==> src/rtl/sva_verdict_collector_if.sv <==
// Result-bundle and fail-log signals between the per-assertion checker, the
// verdict collector and whatever drains the log.
interface sva_verdict_collector_if #(
    parameter int TIMER_WIDTH = 8
);
    logic                   res_valid;
    logic                   res_succ;
    logic                   res_fail;
    logic                   res_lazy;
    logic [TIMER_WIDTH-1:0] res_period;
    logic                   log_ready;
    logic                   log_valid;
    logic [TIMER_WIDTH-1:0] log_period;

    modport master (
        output res_valid, res_succ, res_fail, res_lazy, res_period, log_ready,
        input  log_valid, log_period
    );

    modport slave (
        input  res_valid, res_succ, res_fail, res_lazy, res_period, log_ready,
        output log_valid, log_period
    );
endinterface

==> src/rtl/sva_verdict_collector.sv <==
// Tallies per-cycle assertion results, logs failing start periods and issues one
// end-of-test verdict. Define SVA_STOP_ON_FAIL_EN to end the run on the first failure.
module sva_verdict_collector #(
    parameter int TIMER_WIDTH = 8,
    parameter int CNT_WIDTH   = 16,
    parameter int LOG_DEPTH   = 8
) (
    input  logic                   gclk,
    input  logic                   grst,
    input  logic                   enable,
    input  logic                   eot,
    sva_verdict_collector_if.slave bus,
    output logic                   log_overflow,
    output logic                   proto_err,
    output logic [CNT_WIDTH-1:0]   succ_cnt,
    output logic [CNT_WIDTH-1:0]   fail_cnt,
    output logic [CNT_WIDTH-1:0]   lazy_cnt,
    output logic                   first_fail_valid,
    output logic [TIMER_WIDTH-1:0] first_fail_period,
    output logic [1:0]             state,
    output logic                   verdict_valid,
    output logic [1:0]             verdict
);
    // state | meaning
    // IDLE  | results ignored, counts from the last run stay visible
    // RUN   | results accepted and tallied
    // DONE  | run over, verdict issued and held
    typedef enum logic [1:0] {IDLE = 2'd0, RUN = 2'd1, DONE = 2'd2} state_t;

    localparam int         AW     = $clog2(LOG_DEPTH);
    localparam logic [1:0] V_PASS = 2'b00;
    localparam logic [1:0] V_FAIL = 2'b01;
    localparam logic [1:0] V_VAC  = 2'b10;

    state_t                 st_q, st_d;
    logic                   run_entry, accept, fail_acc, stop_hit, done_entry;
    logic [CNT_WIDTH-1:0]   succ_nx, fail_nx, lazy_nx;
    logic [1:0]             verdict_nx;
    logic [AW:0]            wr_ptr, rd_ptr;
    logic [TIMER_WIDTH-1:0] mem [LOG_DEPTH];
    logic                   fifo_full, push, pop, push_ok;

    function automatic logic [CNT_WIDTH-1:0] sat_inc(input logic [CNT_WIDTH-1:0] c,
                                                     input logic hit);
        return (hit && (c != '1)) ? c + 1'b1 : c;
    endfunction

    assign run_entry = (st_q == IDLE) && enable;
    assign accept    = (st_q == RUN) && bus.res_valid;
    assign fail_acc  = accept && bus.res_fail;

`ifdef SVA_STOP_ON_FAIL_EN
    assign stop_hit = fail_acc;
`else
    assign stop_hit = 1'b0;
`endif

    always_comb begin
        st_d = st_q;
        case (st_q)
            IDLE:    if (enable) st_d = RUN;
            RUN:     if (!enable) st_d = IDLE;
                     else if (eot || stop_hit) st_d = DONE;
            DONE:    if (!enable) st_d = IDLE;
            default: st_d = IDLE;
        endcase
    end

    assign done_entry = (st_q == RUN) && (st_d == DONE);

    assign succ_nx = sat_inc(succ_cnt, accept && bus.res_succ);
    assign fail_nx = sat_inc(fail_cnt, accept && bus.res_fail);
    assign lazy_nx = sat_inc(lazy_cnt, accept && bus.res_lazy);

    // Verdict is taken from the post-update counts so a result in the eot
    // cycle (or the stopping failure) is reflected.
    always_comb begin
        verdict_nx = V_VAC;
        if (fail_nx != '0)
            verdict_nx = V_FAIL;
        else if ((succ_nx != '0) || (lazy_nx != '0))
            verdict_nx = V_PASS;
    end

    assign fifo_full = (wr_ptr[AW] != rd_ptr[AW]) && (wr_ptr[AW-1:0] == rd_ptr[AW-1:0]);
    assign push      = fail_acc;
    assign pop       = bus.log_valid && bus.log_ready;
    assign push_ok   = push && (!fifo_full || pop);

    assign bus.log_valid  = (wr_ptr != rd_ptr);
    assign bus.log_period = bus.log_valid ? mem[rd_ptr[AW-1:0]] : '0;
    assign state          = st_q;

    always_ff @(posedge gclk or posedge grst) begin
        if (grst) begin
            st_q              <= IDLE;
            succ_cnt          <= '0;
            fail_cnt          <= '0;
            lazy_cnt          <= '0;
            proto_err         <= 1'b0;
            log_overflow      <= 1'b0;
            first_fail_valid  <= 1'b0;
            first_fail_period <= '0;
            wr_ptr            <= '0;
            rd_ptr            <= '0;
            verdict_valid     <= 1'b0;
            verdict           <= V_PASS;
        end else begin
            st_q          <= st_d;
            verdict_valid <= done_entry;
            if (run_entry) begin
                succ_cnt          <= '0;
                fail_cnt          <= '0;
                lazy_cnt          <= '0;
                proto_err         <= 1'b0;
                log_overflow      <= 1'b0;
                first_fail_valid  <= 1'b0;
                first_fail_period <= '0;
                wr_ptr            <= '0;
                rd_ptr            <= '0;
                verdict           <= V_PASS;
            end else begin
                succ_cnt <= succ_nx;
                fail_cnt <= fail_nx;
                lazy_cnt <= lazy_nx;
                if (accept && bus.res_succ && bus.res_fail)
                    proto_err <= 1'b1;
                if (fail_acc && !first_fail_valid) begin
                    first_fail_valid  <= 1'b1;
                    first_fail_period <= bus.res_period;
                end
                if (push && fifo_full && !pop)
                    log_overflow <= 1'b1;
                if (push_ok)
                    wr_ptr <= wr_ptr + 1'b1;
                if (pop)
                    rd_ptr <= rd_ptr + 1'b1;
                if (done_entry)
                    verdict <= verdict_nx;
            end
        end
    end

    // Storage needs no reset; pointers alone define what is valid.
    always_ff @(posedge gclk) begin
        if (push_ok)
            mem[wr_ptr[AW-1:0]] <= bus.res_period;
    end
endmodule

==> src/flat_wrapper.sv <==
// flat-port wrapper written by rule: the top's interface ports become plain ports
module sva_verdict_collector_flat 
#(
    parameter int TIMER_WIDTH = 8,
    parameter int CNT_WIDTH   = 16,
    parameter int LOG_DEPTH   = 8
)
  (gclk, grst, enable, eot, log_overflow, proto_err, succ_cnt, fail_cnt, lazy_cnt, first_fail_valid, first_fail_period, state, verdict_valid, verdict, bus_res_valid, bus_res_succ, bus_res_fail, bus_res_lazy, bus_res_period, bus_log_ready, bus_log_valid, bus_log_period);
  sva_verdict_collector_if #(.TIMER_WIDTH(TIMER_WIDTH)) bus_i ();
  input  logic gclk;
  input  logic grst;
  input  logic enable;
  input  logic eot;
  output logic log_overflow;
  output logic proto_err;
  output logic [CNT_WIDTH-1:0] succ_cnt;
  output logic [CNT_WIDTH-1:0] fail_cnt;
  output logic [CNT_WIDTH-1:0] lazy_cnt;
  output logic first_fail_valid;
  output logic [TIMER_WIDTH-1:0] first_fail_period;
  output logic [1:0] state;
  output logic verdict_valid;
  output logic [1:0] verdict;
  input wire logic [$bits(bus_i.res_valid)-1:0] bus_res_valid;
  input wire logic [$bits(bus_i.res_succ)-1:0] bus_res_succ;
  input wire logic [$bits(bus_i.res_fail)-1:0] bus_res_fail;
  input wire logic [$bits(bus_i.res_lazy)-1:0] bus_res_lazy;
  input wire logic [$bits(bus_i.res_period)-1:0] bus_res_period;
  input wire logic [$bits(bus_i.log_ready)-1:0] bus_log_ready;
  output wire logic [$bits(bus_i.log_valid)-1:0] bus_log_valid;
  output wire logic [$bits(bus_i.log_period)-1:0] bus_log_period;
  assign bus_i.res_valid = bus_res_valid;
  assign bus_i.res_succ = bus_res_succ;
  assign bus_i.res_fail = bus_res_fail;
  assign bus_i.res_lazy = bus_res_lazy;
  assign bus_i.res_period = bus_res_period;
  assign bus_i.log_ready = bus_log_ready;
  assign bus_log_valid = bus_i.log_valid;
  assign bus_log_period = bus_i.log_period;
  sva_verdict_collector #(.TIMER_WIDTH(TIMER_WIDTH), .CNT_WIDTH(CNT_WIDTH), .LOG_DEPTH(LOG_DEPTH)) u_core (.gclk(gclk), .grst(grst), .enable(enable), .eot(eot), .bus(bus_i), .log_overflow(log_overflow), .proto_err(proto_err), .succ_cnt(succ_cnt), .fail_cnt(fail_cnt), .lazy_cnt(lazy_cnt), .first_fail_valid(first_fail_valid), .first_fail_period(first_fail_period), .state(state), .verdict_valid(verdict_valid), .verdict(verdict));
endmodule
==> config.mk <==
export PLATFORM = sky130hd
export DESIGN_NAME = sva_verdict_collector_flat
export DESIGN_NICKNAME = d
export VERILOG_FILES = /design/src/rtl/sva_verdict_collector_if.sv /design/src/rtl/sva_verdict_collector.sv /design/src/flat_wrapper.sv
export SDC_FILE = /design/constraint.sdc
export NUM_CORES = 1
export LEC_CHECK = 0
export BUFFER_PORTS_ARGS = -buffer_cell sky130_fd_sc_hd__buf_4
export CORE_UTILIZATION = 45
export CTS_CLUSTER_DIAMETER = 80
export DETAILED_ROUTE_END_ITERATION = 6
export PLACE_DENSITY = 0.78
export SLEW_MARGIN = 20
export SYNTH_ARGS = -nofsm -noshare
export SYNTH_HDL_FRONTEND = slang
export SYNTH_SLANG_ARGS = --single-unit
==> constraint.sdc <==
create_clock -name gclk -period 2.4 [get_ports gclk]
set_input_delay 0.24 -clock gclk [delete_from_list [all_inputs] [get_ports gclk]]
set_output_delay 0.24 -clock gclk [all_outputs]
set_load 0.03 [all_outputs]
== Word level (Yosys, flattened, before mapping) ==
Memory sizes are Yosys's and may differ from the RTL's.
Cells that the tools add are included.

* RAM bits: 64
* Latch bits: 0
* Input port bits: 17
* Flip-flop bits (word level): 72
* Memories kept: 1
* ROM bits: 0

{| class="wikitable"
|+ Memory list
! name !! words !! bits a word !! read ports !! clocked after memory_dff !! write ports !! line !! source
|-
| u_core.mem || 8 || 8 || 1 || 0 || 1 || sva_verdict_collector.sv:40 || <nowiki>logic [TIMER_WIDTH-1:0] mem [LOG_DEPTH];</nowiki>
|}

* Bitwise gates (word level): 0
* Reductions and logical operators: 31
* Multipliers: 0
* Muxes and demuxes: 30
* Equal/unequal tests: 9
* Shift-type cells: 0
* Order comparisons: 0
* Add/subtract/negate cells: 5
* Div/mod/pow operators: 0

{| class="wikitable"
|+ Operators by type and width
! kind !! count
|-
| $mux 16 || 6
|-
| $add 16x1->16 const B || 3
|-
| $ne 16x16->1 const B || 3
|-
| $reduce_bool 16->1 || 3
|-
| $mux 8 || 3
|-
| $logic_and 1x1->1 || 16
|-
| $mux 2 || 8
|-
| $mux 4 || 4
|-
| $reduce_bool 2->1 || 6
|-
| $add 4x1->4 const B || 2
|-
| $mux 1 || 8
|-
| $pmux 2 s3 || 1
|-
| $eq 2x2->1 const B || 2
|-
| $ne 4x4->1 || 1
|-
| $eq 3x3->1 || 1
|-
| $logic_not 1->1 || 3
|-
| $eq 2x1->1 const B || 1
|-
| $logic_not 2->1 || 1
|-
| $logic_or 1x1->1 || 2
|-
| $ne 1x1->1 || 1
|}

== Depth between registers and ports, before layout ==
* Depth after elaboration: 11
* Mapped depth: 10
* Mapped depth without buffers: 8

== Worst setup path before layout ==
OpenSTA, ideal clock, no wires.

* Path type: register to register
* Start point: register u_core.lazy_cnt[1]
* End point: register u_core.verdict[1]
* Stages on the path, launching flop included: 10
* Arrival time: 2.680 ns
* Period minus slack after synthesis: 2.757 ns
* Setup slack: -0.357 ns
* Cells stage by stage: dfrtp_1 > ha_1 > and3_1 > nand4b_4 > and2_1 > buf_2 > a2111oi_0 > o221ai_1 > or4_1 > o21ai_1

* Cells in the longest elaborated chain, start to end: 9

{| class="wikitable"
|+ RTL lines
! item !! line !! source
|-
| from (decl) || sva_verdict_collector.sv:17 || <nowiki>output logic [CNT_WIDTH-1:0] lazy_cnt,</nowiki>
|-
| from (signal assigned) || sva_verdict_collector.sv:125 || <nowiki>lazy_cnt <= lazy_nx;</nowiki>
|-
| parallel branches: the longest is 2 deep, another holds $add 16x1->16 || -- ||
|-
| $mux 16 (*) || sva_verdict_collector.sv:45 || <nowiki>return (hit && (c != '1)) ? c + 1'b1 : c;</nowiki>
|-
| $reduce_bool 16->1 (*) || sva_verdict_collector.sv:81 || <nowiki>else if ((succ_nx != '0) || (lazy_nx != '0))</nowiki>
|-
| $logic_or 1x1->1 (*) || sva_verdict_collector.sv:81 ||
|-
| $mux 2 (*) || sva_verdict_collector.sv:81 ||
|-
| $mux 2 (*) || sva_verdict_collector.sv:79 || <nowiki>if (fail_nx != '0)</nowiki>
|-
| $mux 2 (*) || sva_verdict_collector.sv:138 || <nowiki>if (done_entry)</nowiki>
|-
| $mux 2 (*) || sva_verdict_collector.sv:111 || <nowiki>if (run_entry) begin</nowiki>
|-
| to (signal assigned) || sva_verdict_collector.sv:139 || <nowiki>verdict <= verdict_nx;</nowiki>
|-
| to (decl) || sva_verdict_collector.sv:22 || <nowiki>output logic [1:0] verdict</nowiki>
|}

Mark *: on every way between the ends. The select of a mux whose other input is x is not followed.
A chain may end at the register's enable or synchronous reset.

== Final worst setup path ==
* Start point: register u_core.st_q[1], in the netlist u_core.state[1]
* End point: register u_core.verdict[1]

* Cells in the longest elaborated chain, start to end: 11

{| class="wikitable"
|+ RTL lines
! item !! line !! source
|-
| from (decl) || sva_verdict_collector.sv:35 || <nowiki>state_t st_q, st_d;</nowiki>
|-
| from (signal assigned) || sva_verdict_collector.sv:109 || <nowiki>st_q <= st_d;</nowiki>
|-
| $eq 2x1->1 || sva_verdict_collector.sv:49, sva_verdict_collector.sv:60, sva_verdict_collector.sv:69 ||
|-
| $logic_and 1x1->1 || sva_verdict_collector.sv:49 || <nowiki>assign accept = (st_q == RUN) && bus.res_valid;</nowiki>
|-
| $logic_and 1x1->1, on equally long branches || sva_verdict_collector.sv:71, sva_verdict_collector.sv:73 ||
|-
| $logic_and 1x1->1 || sva_verdict_collector.sv:45 ||
|-
| $mux 16 || sva_verdict_collector.sv:45 ||
|-
| $reduce_bool 16->1 || sva_verdict_collector.sv:81 ||
|-
| $logic_or 1x1->1 || sva_verdict_collector.sv:81 ||
|-
| $mux 2 || sva_verdict_collector.sv:81 ||
|-
| $mux 2 || sva_verdict_collector.sv:79 ||
|-
| $mux 2 || sva_verdict_collector.sv:138 ||
|-
| $mux 2 || sva_verdict_collector.sv:111 ||
|}

Several ways; a longest one is shown, not always the timed one. The select of a mux whose other input is x is not followed.

==> qor.txt <==
design area: 9143 sq um
Die H: 125.1 um
Worst EP arrival: 2800 ps
CP Launch Type: register
global-route wire length before repair: 29,210 um
synthesized flop and latch total: 136
fraction of layout cells with a size suffix above 1: 0.3785
largest net degree at the start of global routing: 46
Worst Hold End: u_core.mem[4][5]
Synth warnings: 0
Site Rows: 44
Leak: 3.780 nW
DRC errors left: 0
Finished Layout Cells: 974
Hold Fails Final Rpt: 0
syn_area_per_cell: 11.47 sq um
status: finished with violations
initial antenna violation count: 0
Layout fillers: 1,127
total track usage: 0.2387
pins over their slew limit: 0
kind of critical path: register to register
Die ar.: 15,640 sq um
Mapped Cells: 594
Ports: 90
failing checks: setup timing
clock latency at the later pin of the worst-skew pair: 420 ps
Logic pwr share: 0.230
CTS sink count: 136
Die W: 125.1 um
Final Power: 6.458 mW
Area Growth Syn to Fin: 34.15%
pwr dens: 706.3 nW/um^2
placed cell areas: 8502 sq um
synthesized area: 6815 sq um
clk_skew: 5.532 ps
diode count: 0
CP endpoint kind: register
syn_nets: 616
Routed wire per std cell: 17.99 um
post-route minimum period: 2457 ps
vias per cell: 5.704
root buf cell: clkbuf_16
Hold/Removal Path Class: primary input to register
Post-synth EDFFs: 64
via count: 5,556
register-to-register setup slack: -60 ps
clock-pin slew on the worst setup and hold paths: 60 ps
Seq/Total Area, Yosys: 0.5464
DR pass1 iterations: 7
I/O Buffers: 89
DP HPWL: 12,590 um
Reg power frac: 0.397
grt total ovfl: 0
Final Cycle Share: 1.024
final setup vio count: 1
max-capacitance violation count: 0
Clock power frac: 0.373
FF-to-FF Start: u_core.state[1]
CTS tree: built
worst r2r dst: u_core.verdict[1]
count of cell types in the netlist: 62
Sw Share: 0.3064
CTS Buf Count: 17
Core Region: 14,640 sq um
Initial DRC Count: 336
R2R depth: 7
Setup TNS Final: -57.48 ps
ys flop type: dfrtp_1
Max Freq: 406.9 MHz
Worst Path Required: 2740 ps
RSZ-0062 raised after global routing: yes
CP max FO: 3
Psw: 1.978 mW
worst-margin pin slew: 635.5 ps
vias in the first global route: 5,680
clock tree buffer depth: 2
H-Tree Depth: 4
WL final: 17,520 um
relative slew slack: 0.5757
Final nets: 799
Hold Crit Depth: 1
P_int: 4.479 mW
Peak VDD IR: 0.0005185 V
worst hold start: bus_res_period[5]
setup ws final: -57.48 ps
Initial Util: 0.4654
post-route antenna net violation count: 0
post-placement cell count: 938
ys async rst share: 0.5294
routability cong.: 0.9302
## flip-flops by register name (all words and copies together), names as in the netlist, 2 cells and up
signal                    flops
u_core.succ_cnt              16
u_core.rd_ptr                 4
u_core.lazy_cnt              16
u_core.state                  2
u_core.fail_cnt              16
u_core.first_fail_period      8
u_core.verdict                2
u_core.mem                   64
u_core.wr_ptr                 4
## what timing repair did
action                                  in CTS  in global routing
cloned                                       0                  0
setup buffers                                3                  0
endpoints found under the setup margin       1                 10
hold endpoints to repair                    28                  0
resized for setup                            8                  5
hold buffers                                 2                  0
pin swaps                                    4                  2
## logic make-up after synthesis
logic type | Yosys count | synth area share
and+or+nand+nor | 260 | 0.2010
DFF | 136 | 0.5464
AOI/OAI and AO/OA | 69 | 0.07160
xor gates and xnor gates | 48 | 0.06168
muxes | 39 | 0.08720
buffers and inverters | 37 | 0.02295
adders and majority gates | 5 | 0.009179
## cells in the final DEF, fill, tap and decap left out, types with 15 or more instances in the layout
| cell type | n |
|---|---|
| o21ai_0 | 15 |
| xor2_1 | 18 |
| buf_4 | 191 |
| nand2_1 | 45 |
| dfrtp_2 | 24 |
| nand3_1 | 25 |
| edfxtp_1 | 64 |
| clkbuf_16 | 17 |
| dfrtp_1 | 48 |
| mux4_2 | 16 |
| nand4_1 | 19 |
| xnor2_1 | 30 |
| mux2i_1 | 20 |
| nor2_1 | 77 |
## metrics by stage
step	worst slack, ps	utilization	hold WS [ps]
floorplan	-55.39	-	326.2
finish	-57.48	0.6243	60.02
global route	-198.6	0.6243	50.74
detailed placement	-83.10	0.5806	370.4
global placement	-22.01	0.5806	358.3
CTS	-48.18	0.6235	46.27
## metal layers
metal | global-route usage | vias up | wire (um)
met4 | 0.1040 | 0 | 509
met3 | 0.04878 | 42 | 928
met1 | 0.2983 | 2749 | 7304
met2 | 0.4029 | 194 | 8782
met5 | 0 | - | 0
li1 | - | 2571 | -
## how the worst max path moves through the flow
| stage | startpoint | endpoint | slack, ps | depth (start not counted) |
|---|---|---|---|---|
| after global placement | u_core.fail_cnt[8] | u_core.verdict[1] | -20 | 8 |
| after floorplan | u_core.state[0] | u_core.verdict[1] | -60 | 10 |
| after detailed placement | u_core.fail_cnt[7] | u_core.verdict[1] | -80 | 8 |
| final | u_core.state[1] | u_core.verdict[1] | -60 | 7 |
| after CTS | u_core.fail_cnt[8] | u_core.verdict[1] | -50 | 7 |
| after global routing | u_core.state[1] | u_core.verdict[1] | -200 | 7 |
## synthesized netlist by cell type, types with 4 or more instances
library cell  instances  area share
o21ai_0              15       0.011
nor2b_1               9      0.0083
nand3_1              25       0.018
nor2_1               79       0.044
nand2b_1              4      0.0037
mux2i_1              20       0.029
nand4b_1              5      0.0064
nand4_1              19       0.017
a211oi_1              5      0.0055
nor4_1                9      0.0083
clkbuf_1             15      0.0083
inv_1                 5      0.0028
and3_1               11       0.010
a311o_1               4      0.0059
edfxtp_1             64        0.28
and2_1                5      0.0046
a21oi_1              16       0.012
nor3_1               15       0.011
mux4_2               16       0.053
buf_2                14       0.010
xnor2_1              30       0.039
xor2_1               18       0.023
ha_1                  5      0.0092
nor3b_1               6      0.0066
nand2_1              45       0.025
dfrtp_1              72        0.26
or2_2                 4      0.0037
and4_1                6      0.0077
## power by group through the flow
stage	registers, mW	clock network (mW)	logic [mW]
finish	2.56	2.41	1.49
global route	2.57	2.55	1.60
CTS	2.56	2.44	1.50
detailed placement	2.61	0	1.48
global placement	2.60	0	1.44
floorplan	2.67	0	0.911
## worst max-delay path: stages (launching register included)
cell,delay (ps)
dfrtp_2,400
nand4b_1,280
or3_1,380
o31a_1,310
a2111oi_2,240
nand4_1,210
or4_1,430
o21ai_1,130
## layout make-up
type	instances	area (sq um)	share of cell area
flip-flops and latches	136	3754	0.4106
multi-input cells	421	3093	0.3383
repair buffers	196	1505	0.1646
clock buffers	18	429.2	0.04694
well taps	184	230.2	0.02518
clock inverters	14	112.6	0.01232
inverters	5	18.77	0.002053
Note: power is estimated with default switching activity, not from simulation.
